==> src/rtl/reg_write_arb.sv <==
// ---------------------------------------------------------------------------
// reg_write_arb
// Arbitrates register-file write requests from three sources (ALU, load
// unit, control ops) onto a single registered write port, and keeps a
// scoreboard of registers that are waiting for load data.
//
// Ports
//   CLK, ResetN                    clock, asynchronous active-low reset
//   {Alu,Mem,Ctl}Valid/Reg/Data    write requests (held until Ready)
//   {Alu,Mem,Ctl}Ready             combinational one-hot grant
//   LdIssue, LdReg                 announce an outstanding load to LdReg
//   WriteReg, WReg, WriteValue     registered write port, one cycle after grant
//   Busy                           per-register "awaiting load data" flags
//   LdErr                          sticky: load issued to an already-busy reg
// ---------------------------------------------------------------------------
module reg_write_arb #(
    parameter int W = 8,
    parameter int D = 3
) (
    input  logic             CLK,
    input  logic             ResetN,
    input  logic             AluValid,
    input  logic [D-1:0]     AluReg,
    input  logic [W-1:0]     AluData,
    input  logic             MemValid,
    input  logic [D-1:0]     MemReg,
    input  logic [W-1:0]     MemData,
    input  logic             CtlValid,
    input  logic [D-1:0]     CtlReg,
    input  logic [W-1:0]     CtlData,
    output logic             AluReady,
    output logic             MemReady,
    output logic             CtlReady,
    input  logic             LdIssue,
    input  logic [D-1:0]     LdReg,
    output logic             WriteReg,
    output logic [D-1:0]     WReg,
    output logic [W-1:0]     WriteValue,
    output logic [(1<<D)-1:0] Busy,
    output logic             LdErr
);

    localparam int N = 1 << D;

    // Requester indices used by the round-robin pointer.
    localparam logic [1:0] IDX_ALU = 2'd0;
    localparam logic [1:0] IDX_MEM = 2'd1;
    localparam logic [1:0] IDX_CTL = 2'd2;

    logic [1:0]   r_ptr;       // highest-priority requester this cycle
    logic         r_wr_en;
    logic [D-1:0] r_wreg;
    logic [W-1:0] r_wdata;
    logic [N-1:0] r_busy;
    logic         r_lderr;

    logic [2:0]   w_elig;      // bit0 ALU, bit1 Mem, bit2 Ctl
    logic [2:0]   w_gnt;
    logic         w_xfer;
    logic         w_mem_xfer;
    logic [1:0]   w_gnt_idx;
    logic [D-1:0] w_sel_reg;
    logic [W-1:0] w_sel_data;
    logic [N-1:0] w_busy_nxt;
    logic         w_err_set;

    // Round-robin pick: first eligible requester at or after ptr, one-hot.
    function automatic logic [2:0] rr_pick(input logic [2:0] elig, input logic [1:0] ptr);
        logic [2:0] g;
        g = 3'b000;
        case (ptr)
            2'd1: begin
                if (elig[1]) g = 3'b010;
                else if (elig[2]) g = 3'b100;
                else if (elig[0]) g = 3'b001;
                else g = 3'b000;
            end
            2'd2: begin
                if (elig[2]) g = 3'b100;
                else if (elig[0]) g = 3'b001;
                else if (elig[1]) g = 3'b010;
                else g = 3'b000;
            end
            default: begin
                if (elig[0]) g = 3'b001;
                else if (elig[1]) g = 3'b010;
                else if (elig[2]) g = 3'b100;
                else g = 3'b000;
            end
        endcase
        return g;
    endfunction

    // Eligibility (WAW block on busy registers) and grant selection.
    always_comb begin
        w_elig[0] = AluValid & ~r_busy[AluReg];
        w_elig[1] = MemValid;
        w_elig[2] = CtlValid & ~r_busy[CtlReg];
        w_gnt     = rr_pick(w_elig, r_ptr);
        w_xfer    = |w_gnt;
        w_mem_xfer = w_gnt[1];
        case (w_gnt)
            3'b010: begin
                w_gnt_idx  = IDX_MEM;
                w_sel_reg  = MemReg;
                w_sel_data = MemData;
            end
            3'b100: begin
                w_gnt_idx  = IDX_CTL;
                w_sel_reg  = CtlReg;
                w_sel_data = CtlData;
            end
            default: begin
                w_gnt_idx  = IDX_ALU;
                w_sel_reg  = AluReg;
                w_sel_data = AluData;
            end
        endcase
    end

    // Scoreboard next state: a Mem write clears its register, then a new
    // load re-marks it, so a same-cycle load to the same register wins.
    always_comb begin
        w_busy_nxt = r_busy;
        w_err_set  = 1'b0;
        if (w_mem_xfer) begin
            w_busy_nxt[MemReg] = 1'b0;
        end else begin
            w_busy_nxt = r_busy;
        end
        if (LdIssue) begin
            if (r_busy[LdReg] && !(w_mem_xfer && (MemReg == LdReg))) begin
                w_err_set = 1'b1;
            end else begin
                w_busy_nxt[LdReg] = 1'b1;
            end
        end else begin
            w_err_set = 1'b0;
        end
    end

    // Arbitration pointer, write port and scoreboard registers.
    always_ff @(posedge CLK or negedge ResetN) begin
        if (!ResetN) begin
            r_ptr   <= IDX_ALU;
            r_wr_en <= 1'b0;
            r_wreg  <= '0;
            r_wdata <= '0;
            r_busy  <= '0;
            r_lderr <= 1'b0;
        end else begin
            r_wr_en <= w_xfer;
            if (w_xfer) begin
                r_wreg  <= w_sel_reg;
                r_wdata <= w_sel_data;
                r_ptr   <= (w_gnt_idx == IDX_CTL) ? IDX_ALU : (w_gnt_idx + 2'd1);
            end else begin
                r_wreg  <= r_wreg;
                r_wdata <= r_wdata;
                r_ptr   <= r_ptr;
            end
            r_busy  <= w_busy_nxt;
            r_lderr <= r_lderr | w_err_set;
        end
    end

    // Grants are combinational; masked so nothing is granted during reset.
    assign AluReady   = w_gnt[0] & ResetN;
    assign MemReady   = w_gnt[1] & ResetN;
    assign CtlReady   = w_gnt[2] & ResetN;
    assign WriteReg   = r_wr_en;
    assign WReg       = r_wreg;
    assign WriteValue = r_wdata;
    assign Busy       = r_busy;
    assign LdErr      = r_lderr;

endmodule
==> config.mk <==
export PLATFORM = sky130hd
export DESIGN_NAME = reg_write_arb
export DESIGN_NICKNAME = d
export VERILOG_FILES = /design/src/rtl/reg_write_arb.sv
export SDC_FILE = /design/constraint.sdc
export NUM_CORES = 1
export LEC_CHECK = 0
export ABC_AREA = 1
export CORE_ASPECT_RATIO = 0.6
export CORE_MARGIN = 2
export CORE_UTILIZATION = 30
export DETAILED_ROUTE_END_ITERATION = 10
export HOLD_SLACK_MARGIN = 0.12
export PLACE_DENSITY = 0.67
export SYNTH_ARGS = -nofsm -noshare
export SYNTH_HDL_FRONTEND = slang
export SYNTH_SLANG_ARGS = --single-unit
==> constraint.sdc <==
create_clock -name CLK -period 1.7 [get_ports CLK]
set_clock_uncertainty 0.05 [all_clocks]
set_input_delay 0.255 -clock CLK [delete_from_list [all_inputs] [get_ports CLK]]
set_output_delay 0.255 -clock CLK [all_outputs]
set_load 0.02 [all_outputs]
## After elaboration in Yosys (flattened, before gate mapping)

Index checks and enable logic that the tools add are counted.

- Muxes and demuxes: 29
- Reduce and logical (&&, ||, !) cells: 6
- Bitwise gates (word level): 11
- Eq/ne operators: 6
- Add/sub/neg operators: 1
- $lt $le $gt $ge: 6

Operator list:

| operator | number |
|---|---|
| 8-bit 2-to-1 mux | 3 |
| 3-bit 2-to-1 mux | 6 |
| 3-bit by 4-bit < comparator with 1-bit output (second input constant) | 4 |
| 8-bit case mux with 2 select lines | 1 |
| 3-bit case mux with 2 select lines | 2 |
| 1-bit binary-select mux with 3-bit select | 3 |
| 8-bit bitwise AND | 1 |
| 1-bit 2-to-1 mux | 8 |
| 8-bit NOT | 1 |
| 8-bit bitwise OR | 1 |
| 1-bit demux with 3-bit select | 2 |
| 3-bit by 1-bit greater-or-equal comparator with 1-bit output (second input constant) | 2 |
| 2-bit 2-to-1 mux | 3 |
| 1-bit bitwise AND | 5 |
| 2-bit equality test (second input constant) | 2 |
| 1-bit logical AND | 4 |
| 2-bit case mux with 2 select lines | 1 |
| 3-bit by 2-bit equality test with 1-bit output (second input constant) | 1 |
| 3-bit equality test | 1 |
| 3-bit equality test (second input constant) | 1 |
| 3-bit OR reduction | 1 |
| 2-bit by 1-bit adder with 2-bit output (second input constant) | 1 |
| 2-bit by 1-bit equality test with 1-bit output (second input constant) | 1 |
| 1-bit NOT | 2 |
| 2 further kinds | 2 |

- Output and inout port bits: 24
- Input bits: 42
- Logic and storage cells: 65
- Bits in registers: 23

## Depth between registers and ports, before layout

Gate-level depths: netlist of the first run.

- Word-level depth: 14
- Mapped depth: 15
- Mapped depth without buffers: 14

## Worst setup path after synthesis of the first run

No wires, ideal clock.

- Kind: register to output
- Start: register r_ptr[0]
- End: output MemReady
- Arrival: 1.593 ns
- Stages on the path, launching flop included: 9
- Path buffers: 1
- Data required time: 1.395 ns
- Slack: -0.198 ns
- Cells stage by stage: dfrtp_1 -> inv_1 -> ha_1 -> inv_1 -> nand3_1 -> nand2_4 -> inv_2 -> clkbuf_2 -> nor2_1

- Longest elaborated chain between the ends: 3
- Elaborated cells between the ends (all ways): 4
- Classes of those cells: eq/ne: 2; mux: 1; bitwise: 1

Ends and longest elaborated chain:

| element | line | RTL |
|---|---|---|
| start: declaration | 50 | `logic [1:0] r_ptr;` |
| start signal: assignment | 156 | `r_ptr <= (w_gnt_idx == IDX_CTL) ? IDX_ALU : (w_gnt_idx + 2'd1);` |
| start signal: assignment | 160 | `r_ptr <= r_ptr;` |
| 2-bit equality test / 2-bit by 1-bit equality test with 1-bit output (equally long branches) | 71 | `case (ptr)` |
| 3-bit case mux with 2 select lines * | 71 |  |
| 1-bit bitwise AND * | 169 | `assign MemReady = w_gnt[1] & ResetN;` |
| end: declaration | 32 | `output logic MemReady,` |

Mark *: on every way between the ends. The rest lies on a longest branch, timed or not.

## Worst setup path in the final report of the first run

- Start: register r_ptr[0]
- End: output CtlReady

- Longest elaborated chain between the ends: 3
- Elaborated cells between the ends (all ways): 4
- Classes of those cells: eq/ne: 2; mux: 1; bitwise: 1

Ends and longest elaborated chain:

| element | line | RTL |
|---|---|---|
| 2-bit equality test / 2-bit by 1-bit equality test with 1-bit output (equally long branches) | 71 |  |
| 3-bit case mux with 2 select lines * | 71 |  |
| 1-bit bitwise AND * | 170 | `assign CtlReady = w_gnt[2] & ResetN;` |
| end: declaration | 33 | `output logic CtlReady,` |

Marked as above.

==> flow_summary.ini, run 1 <==
[setup_path]
critical-path-max-stage-delay_ps = 400
critPathMaxFanout = 3
arrival_ps = 1650
reg2reg_depth = 13
cp_slowest_cell = dfrtp_1
path_cells = buf_6, ha_4, a211oi_4, nor2_1, nand2_1, nor2_1, buf_4
worst-endpoint-required_ps = 1390
r2r-end = WReg[2]
crit_path_end_kind = output port
r2r-start = r_ptr[0]
startpoint_type = flop
path_common_cell = nor2_1
criticalPathCategory = flop to output port
ff2ff_setup_slack_ps = -230

[synthesis]
synth_xor_area_share_pct = 1.495
synthDistinctLibCells = 30
async_flop_share_pct = 100.0
syn_inst = 256
synth_fa_ha_area_share_pct = 1.423
avgSynthCellArea_um2 = 6.867
synth_top_family_by_area = simple AND/OR/NAND/NOR gates
yosysSeqAreaShare_pct = 32.74
yosys.area_share.simple_pct = 36.30
synth_warnings = 0
syn_area_mm2 = 0.001758
synth-edff-count = 0
synthMuxAreaShare_pct = 0
synth_compound_area_share_pct = 15.16
syn-num-nets = 300
ys.flop_type = dfrtp_1
ys_ff_latch = 23

[cells_and_area]
final_util_pct = 57.59
mostFrequentLayoutCell = clkdlybuf4s50_1
fillers = 522
regArea_um2 = 585.6
antenna_cells = 0
nNetsFinal = 411
fin_cells = 446
final_cell_mix = clkdlybuf4s50_1, nand2_1, buf_4
multi_input_area_mm2 = 0.001236
drive_above_1_share_pct = 39.62
area_growth_syn_to_layout_pct = 84.20

[drt]
wire_per_inst_um = 14.31
drt_iter0_drc = 154
ant_nets = 0
drc = 0
vias = 2119
postRouteWirelength_um = 6383
viasPerCell = 4.751
dr.pass1.iters = 4

[flow_run]
max_cap_viol_count = 0

[timing]
finalHoldViolations = 0
slew_headroom_pct = 76.65
setup_ws_ps = -252.4
period_share_pct = 114.8
fmax_mhz = 512.2
rsz0062_at_grt = yes
period_minus_slack_ps = 1952
worstMarginPinSlew_ps = 346.5
setup_viol = 22
slew_viol_final = 0

[floorplan]
die_y_um = 63.30
die_area_mm2 = 0.006508
io_pins = 66
die_w_um = 102.8
rows = 21
initial_core_util_pct = 31.26
coreArea_mm2 = 0.005623

[worst_hold_path]
holdPathStages = 4
hp-start = AluReg[0]
hold_class = input pin to flop
holdPathEnd = WReg[0]

[power_and_ir_drop]
ir_drop_uv = 692.3
powerDensity_mw_per_mm2 = 1829
p_leak_nw = 1.511

[clock_network]
worstSkewPairLatency_ps = 270
cts_num_sinks = 23
clock-root-buffer = clkbuf_8
cts_buffers = 3
cts_buffer_depth = 2
clk_transition_reported_paths_ps = 90
cts.htree.levels = 1
cts_tree = done

[grt]
grt_pass1_wl_um = 9425
grt_use_total_pct = 18.41
grt_pass1_vias = 1933
grt_max_degree = 24
grt_overflow_total = 0
antenna_found_initial = 0

[placement]
io_buffers = 65
place.gp.congestion = 0.8317
dp_hpwl_um = 4516
dp.cells = 428

[run_status]
run_status = finished with violations
violations = setup timing
how the worst max path moves through the flow:
stage / from / end / cells after the start
5_1_grt: Busy[3] / WriteValue[2] / 12
2_1_floorplan: r_ptr[1] / WReg[0] / 11
6_report: r_ptr[0] / CtlReady / 7
4_1_cts: r_ptr[0] / CtlReady / 7
3_5_place_dp: AluReg[0] / AluReady / 10
3_3_place_gp: AluReg[0] / AluReady / 10
flip-flops by register name, summed over array words and instances (netlist names):
signal / cells
r_ptr: 2
WriteReg: 1
WReg: 3
WriteValue: 8
Busy: 8
LdErr: 1
through the flow:
stage                     hold slack (ps)  cell area, µm²  power [W]  setup WS (ps)  TNS (ps)
final                               390.1            3238   0.005923         -252.4     -3485
after global routing                402.3            3238   0.006347         -317.2     -5230
after CTS                           431.9            2947   0.005149         -206.8     -2829
after detailed placement            416.6            2746   0.004378         -838.7    -15490
after global placement              415.7            2746   0.004318         -800.7    -13870
after floorplan                    -90.59            1798   0.003051         -8.649    -69.19
repair_timing:
item / in CTS / in global routing
gates cloned: 0 / 1
hold endpoints to repair: 0 / 0
buffers inserted: 4 / 9
resized for setup: 60 / 68
endpoints found under the setup margin: 27 / 32
hold buffers: 0 / 0
pin swaps: 19 / 31
worst max-delay path, delay by kind of cell (launching register included):
family,cells,cell delay [ps]
DFF,1,400
and+or+nand+nor,3,250
buffers and inverters,2,290
adders and majority gates,1,170
AOI/OAI and AO/OA,1,260
metal layers:
metal	global-route usage (%)	wire, µm
met1	28.55	3040
met2	26.39	2765
met3	4.772	519
met4	1.809	57
met5	0	0
Yosys cell counts (2+ instances only):
| master | n | area (µm²) |
|---|---|---|
| nor2_1 | 26 | 97.59 |
| clkbuf_1 | 2 | 7.510 |
| ha_1 | 2 | 25.02 |
| dfrtp_1 | 23 | 575.6 |
| o21ai_1 | 2 | 10.01 |
| nand4_1 | 11 | 68.82 |
| nand2_1 | 58 | 217.7 |
| buf_4 | 3 | 22.52 |
| inv_2 | 3 | 11.26 |
| nand3b_1 | 2 | 15.01 |
| nand3_2 | 3 | 30.03 |
| a21oi_1 | 4 | 20.02 |
| nand2_2 | 4 | 25.02 |
| buf_6 | 3 | 33.78 |
| inv_1 | 35 | 131.4 |
| o21ai_0 | 13 | 65.06 |
| xnor2_1 | 3 | 26.28 |
| a21oi_2 | 9 | 78.83 |
| o31ai_1 | 8 | 60.06 |
| nand3_1 | 31 | 155.2 |
| nand2_4 | 2 | 22.52 |
power by group:
part           switching (W)  internal, W  total, W
registers           0.000238     0.000844   0.00108
clock network       0.000193     0.000168  0.000361
logic                0.00235      0.00213   0.00448
total                0.00278      0.00314   0.00592
cell families (layout without fill, tap and decap cells):
| logic type | count (synthesis) | after routing |
|---|---|---|
| xor+xnor | 3 | 3 |
| fa+ha+maj | 2 | 2 |
| flops | 23 | 23 |
| simple gates | 138 | 139 |
| compound gates | 40 | 40 |
| buf+inv | 50 | 159 |
final cells by class:
class | count | area share [%]
clock buffers | 4 | 1.391
well taps | 80 | 3.091
multi-input cells | 184 | 38.18
repair buffers | 115 | 34.08
inverters | 40 | 5.178
flip-flops and latches | 23 | 18.08
No activity file was read; power rests on OpenSTA's default activity.
==> run 2: changes to the inputs <==
Settings changed: GPL_TIMING_DRIVEN from default to 0.
==> run 2 against run 1 <==
- the run still ends with setup timing left
- core utilization fell by 3.5 points
- critical path depth rose by 5
- sequential cell count did not move
==> flow_summary.ini, run 2 (synthesized netlist as in run 1, its figures left out) <==
[run_status]
run_status = finished with violations
violations = setup timing

[drt]
ant_nets = 0
dr.pass1.iters = 6
postRouteWirelength_um = 6514
drt_iter0_drc = 145
drc = 0
wire_per_inst_um = 15.11
viasPerCell = 4.970
vias = 2142

[cells_and_area]
area_growth_syn_to_layout_pct = 73.10
nNetsFinal = 396
final_cell_mix = nand2_1, clkdlybuf4s50_1, inv_1
mostFrequentLayoutCell = nand2_1
fin_cells = 431
drive_above_1_share_pct = 34.76
fillers = 516
antenna_cells = 0

[timing]
finalHoldViolations = 0
period_minus_slack_ps = 2037
rsz0062_at_grt = yes
slew_viol_final = 0
whs_ps = 39.29
worstMarginPinSlew_ps = 637.6
fmax_mhz = 490.9
period_share_pct = 119.8
setup_viol = 26
slew_headroom_pct = 57.49
setup_ws_ps = -337.3

[grt]
grt_max_degree = 25
antenna_found_initial = 0
grt_pass1_vias = 2022
grt_use_total_pct = 20.54
grt_pass1_wl_um = 10380
grt_overflow_total = 0

[setup_path]
critical-path-max-stage-delay_ps = 440
worst-endpoint-required_ps = 1390
cp_slowest_cell = dfrtp_2
crit_path_end_kind = output port
criticalPathCategory = flop to output port
arrival_ps = 1730
path_cells = nand2_1, nand3_1, nand3b_1, nand3_4, nand2_2, nand2_2, nand2_4, nand2_4, inv_2, buf_8, nor2_4, buf_6
startpoint_type = flop
critPathMaxFanout = 4

[power_and_ir_drop]
ir_drop_uv = 747.4
powerDensity_mw_per_mm2 = 1863
p_leak_nw = 1.426

[clock_network]
clk_transition_reported_paths_ps = 80
cts_buffers = 3
cts.htree.levels = 1
clock-root-buffer = clkbuf_8
cts_buffer_depth = 2
worstSkewPairLatency_ps = 270
cts_num_sinks = 23
cts_tree = done

[placement]
place.gp.congestion = 0.8687
io_buffers = 64
dp_hpwl_um = 4192
dp.cells = 400

[flow_run]
max_cap_viol_count = 0

[floorplan]
coreArea_mm2 = 0.005623
rows = 21
io_pins = 66
die_w_um = 102.8
die_y_um = 63.30
die_area_mm2 = 0.006508
initial_core_util_pct = 31.26

[worst_hold_path]
hold_class = input pin to async pin
-- run 2: cell types whose count changed in the layout (fill, tap and decap cells not counted), moves of 3 or more --
| cell | change |
|---|---|
| buf_4 | -13 |
| buf_6 | -3 |
| inv_1 | +4 |
| nand2_1 | +10 |
| nand2_2 | -9 |
| nor2_1 | -6 |
| nor2_2 | +7 |
-- run 2: what timing repair did --
item	in CTS	in global routing
buffers inserted	21	1
pin swaps	17	13
gates cloned	5	0
endpoints found under the setup margin	26	30
hold endpoints to repair	23	23
resized for setup	86	29
-- run 2: per-layer routing --
| metal | vias to the layer above | wire length (µm) | global-route usage, % |
|---|---|---|---|
| li1 | 1023 | - | - |
| met1 | 1028 | 3075 | 32.15 |
| met2 | 81 | 2811 | 29.49 |
| met3 | 10 | 570 | 4.329 |
| met4 | 0 | 57 | 2.632 |
| met5 | - | 0 | 0 |
-- run 2: stage by stage --
step / utilization [%] / instance area, µm² / worst slack [ps] / setup TNS [ps] / total power (W)
global route: 54.12 / 3043 / -388.5 / -6064 / 0.006079
detailed placement: 45.15 / 2539 / -1237 / -18090 / 0.004121
global placement: 45.15 / 2539 / -1222 / -16640 / 0.004065
finish: 54.12 / 3043 / -337.3 / -4016 / 0.005668
floorplan: - / 1798 / -8.649 / -69.19 / 0.003051
CTS: 52.40 / 2947 / -274.2 / -2519 / 0.005426
-- run 2: worst paths after layout --
path                            endpoint  slack, ps  cells after the start      start
worst min-delay path             Busy[7]         40                      1     ResetN
worst max register to register   WReg[0]       -210                     13    Busy[2]
worst max-delay path            MemReady       -340                     12    Busy[2]
min in group CLK                 WReg[2]        380                      3  AluReg[2]
max in group asynchronous        Busy[1]       1120                      1     ResetN
worst min register to register     LdErr        440                      1      LdErr
-- run 2: area by class of cell --
class / instances / area [µm²] / share of cell area, %
flip-flops and latches: 23 / 585.6 / 19.24
repair buffers: 91 / 864.6 / 28.41
multi-input cells: 183 / 1187 / 39.02
plain buffers: 10 / 102.6 / 3.372
inverters: 40 / 157.7 / 5.181
clock buffers: 4 / 45.04 / 1.480
well taps: 80 / 100.1 / 3.289
-- run 2: critical path: cells and delay by family, from the launching register on --
kind | cells | cell delay, ps
AND/OR/NAND/NOR | 9 | 730
flip-flops | 1 | 440
buffers and inverters | 3 | 300
-- run 2: report_power, final --
part	internal, W	leakage [nW]	switching [W]
clock network	0.000168	0.0228	0.000187
registers	0.000844	0.246	0.000268
logic	0.00193	1.16	0.00227
total	0.00295	1.43	0.00272
==> run 3: changes to the inputs <==
Settings changed: PLACE_DENSITY 0.67 to 0.61.
==> run 3 against run 2 <==
- the run still ends with setup timing left
- worst hold slack got worse by 9.6 ps
- routed wire length rose by 1.4%
- non-clock buffer count rose by 3
==> flow_summary.ini, run 3 (synthesized netlist as in run 1, its figures left out) <==
[run_status]
run_status = finished with violations
violations = setup timing

[floorplan]
coreArea_mm2 = 0.005623
initial_core_util_pct = 31.26
die_area_mm2 = 0.006508
rows = 21
die_y_um = 63.30
io_pins = 66
die_w_um = 102.8

[flow_run]
max_cap_viol_count = 0

[clock_network]
clock-root-buffer = clkbuf_8
cts_buffer_depth = 2
cts_num_sinks = 23
cts_buffers = 3
cts_tree = done
worstSkewPairLatency_ps = 280
cts.htree.levels = 1
clk_transition_reported_paths_ps = 90

[timing]
setup_ws_ps = -307.4
period_minus_slack_ps = 2007
finalHoldViolations = 0
rsz0062_at_grt = yes
worstMarginPinSlew_ps = 643.5
period_share_pct = 118.1
whs_ps = 29.70
fmax_mhz = 498.1
setup_tns_ps = -5060
slew_headroom_pct = 57.10
setup_viol = 26
slew_viol_final = 0

[grt]
grt_use_total_pct = 19.83
grt_overflow_total = 0
antenna_found_initial = 0
grt_max_degree = 25
grt_pass1_vias = 1826
grt_pass1_wl_um = 9749

[cells_and_area]
area_growth_syn_to_layout_pct = 81.28
fin_cells = 434
drive_above_1_share_pct = 35.59
nNetsFinal = 399
multi_input_area_mm2 = 0.001232
antenna_cells = 0
final_cell_mix = nand2_1, clkdlybuf4s50_1, inv_1
final_util_pct = 56.68
mostFrequentLayoutCell = nand2_1
regArea_um2 = 585.6
fillers = 542

[drt]
ant_nets = 0
drt_iter0_drc = 125
viasPerCell = 4.846
postRouteWirelength_um = 6607
dr.pass1.iters = 4
drc = 0
vias = 2103
wire_per_inst_um = 15.22

[placement]
dp.cells = 400
dp_slack_ps = -1254
place.gp.congestion = 0.8955
dp_hpwl_um = 4422
io_buffers = 64

[setup_path]
crit_path_end_kind = output port
r2r-end = WReg[1]
reg2reg_depth = 14
cp_slowest_cell = dfrtp_2
worst-endpoint-required_ps = 1390
arrival_ps = 1700
path_common_cell = nand2_4
path_cells = nand2_1, nand3_1, nand3b_1, nand3_4, nand2_2, inv_2, nand2_4, nand2_4, inv_4, buf_8, nor2_4, buf_6
critPathMaxFanout = 4
criticalPathCategory = flop to output port
critical-path-max-stage-delay_ps = 420
ff2ff_setup_slack_ps = -230
startpoint_type = flop
r2r-start = Busy[0]

[power_and_ir_drop]
p_leak_nw = 1.464
swShare_pct = 46.83
clock_power_share_pct = 6.1
ir_drop_uv = 792.2
combPwrFrac_pct = 75.7
switchingPower_w = 0.002840
powerDensity_mw_per_mm2 = 1903
power.internal_w = 0.003225
seqPwrFrac_pct = 18.2

[worst_hold_path]
hold_class = input pin to async pin
## run 3: metal layers
metal  wire length [µm]  global-route usage [%]
met5                  0                       0
met4                 72                   2.467
met3                590                   5.216
met2               2651                   25.90
met1               3292                   32.54
## run 3: power by group through the flow
| stage | clock (W) | combinational, W | sequential [W] |
|---|---|---|---|
| floorplan | 0 | 0.00172 | 0.00133 |
| global placement | 0 | 0.00299 | 0.00111 |
| detailed placement | 0 | 0.00304 | 0.00110 |
| CTS | 0.000376 | 0.00397 | 0.00110 |
| global route | 0.000413 | 0.00492 | 0.00113 |
| finish | 0.000370 | 0.00459 | 0.00110 |
## run 3: area by class of cell
class | count | share of cell area (%)
inverters | 40 | 5.104
well taps | 80 | 3.141
multi-input cells | 183 | 38.67
repair buffers | 94 | 29.88
clock buffers | 4 | 1.413
flip-flops and latches | 23 | 18.37
plain buffers | 10 | 3.416
## run 3: stage by stage
step                power (W)  cell area (µm²)
floorplan            0.003051             1798
global placement     0.004102             2539
detailed placement   0.004139             2539
CTS                  0.005443             2944
global route         0.006470             3187
finish               0.006065             3187
## run 3: worst max-delay path by stage
stage              from  endpoint  slack, ps  cells after the start
6_report        Busy[1]  MemReady       -310                     12
4_1_cts         Busy[0]  MemReady       -300                     12
3_5_place_dp     ResetN  MemReady      -1250                      4
3_3_place_gp     ResetN  CtlReady      -1220                      4
5_1_grt         Busy[1]  MemReady       -420                     12
2_1_floorplan  r_ptr[1]   WReg[0]         -9                     11
## run 3: timing repair
item | 4_1_cts | 5_1_grt
setup endpoints to repair | 26 | 27
buffers inserted | 19 | 6
gates cloned | 4 | 2
gates resized for setup | 88 | 38
pin swaps | 15 | 15
endpoints found under the hold margin | 23 | 23
## run 3: critical path, delay by kind of cell (launching register included)
family	cells	cell delay, ps
and+or+nand+nor	8	650
DFF	1	420
buffers and inverters	4	340
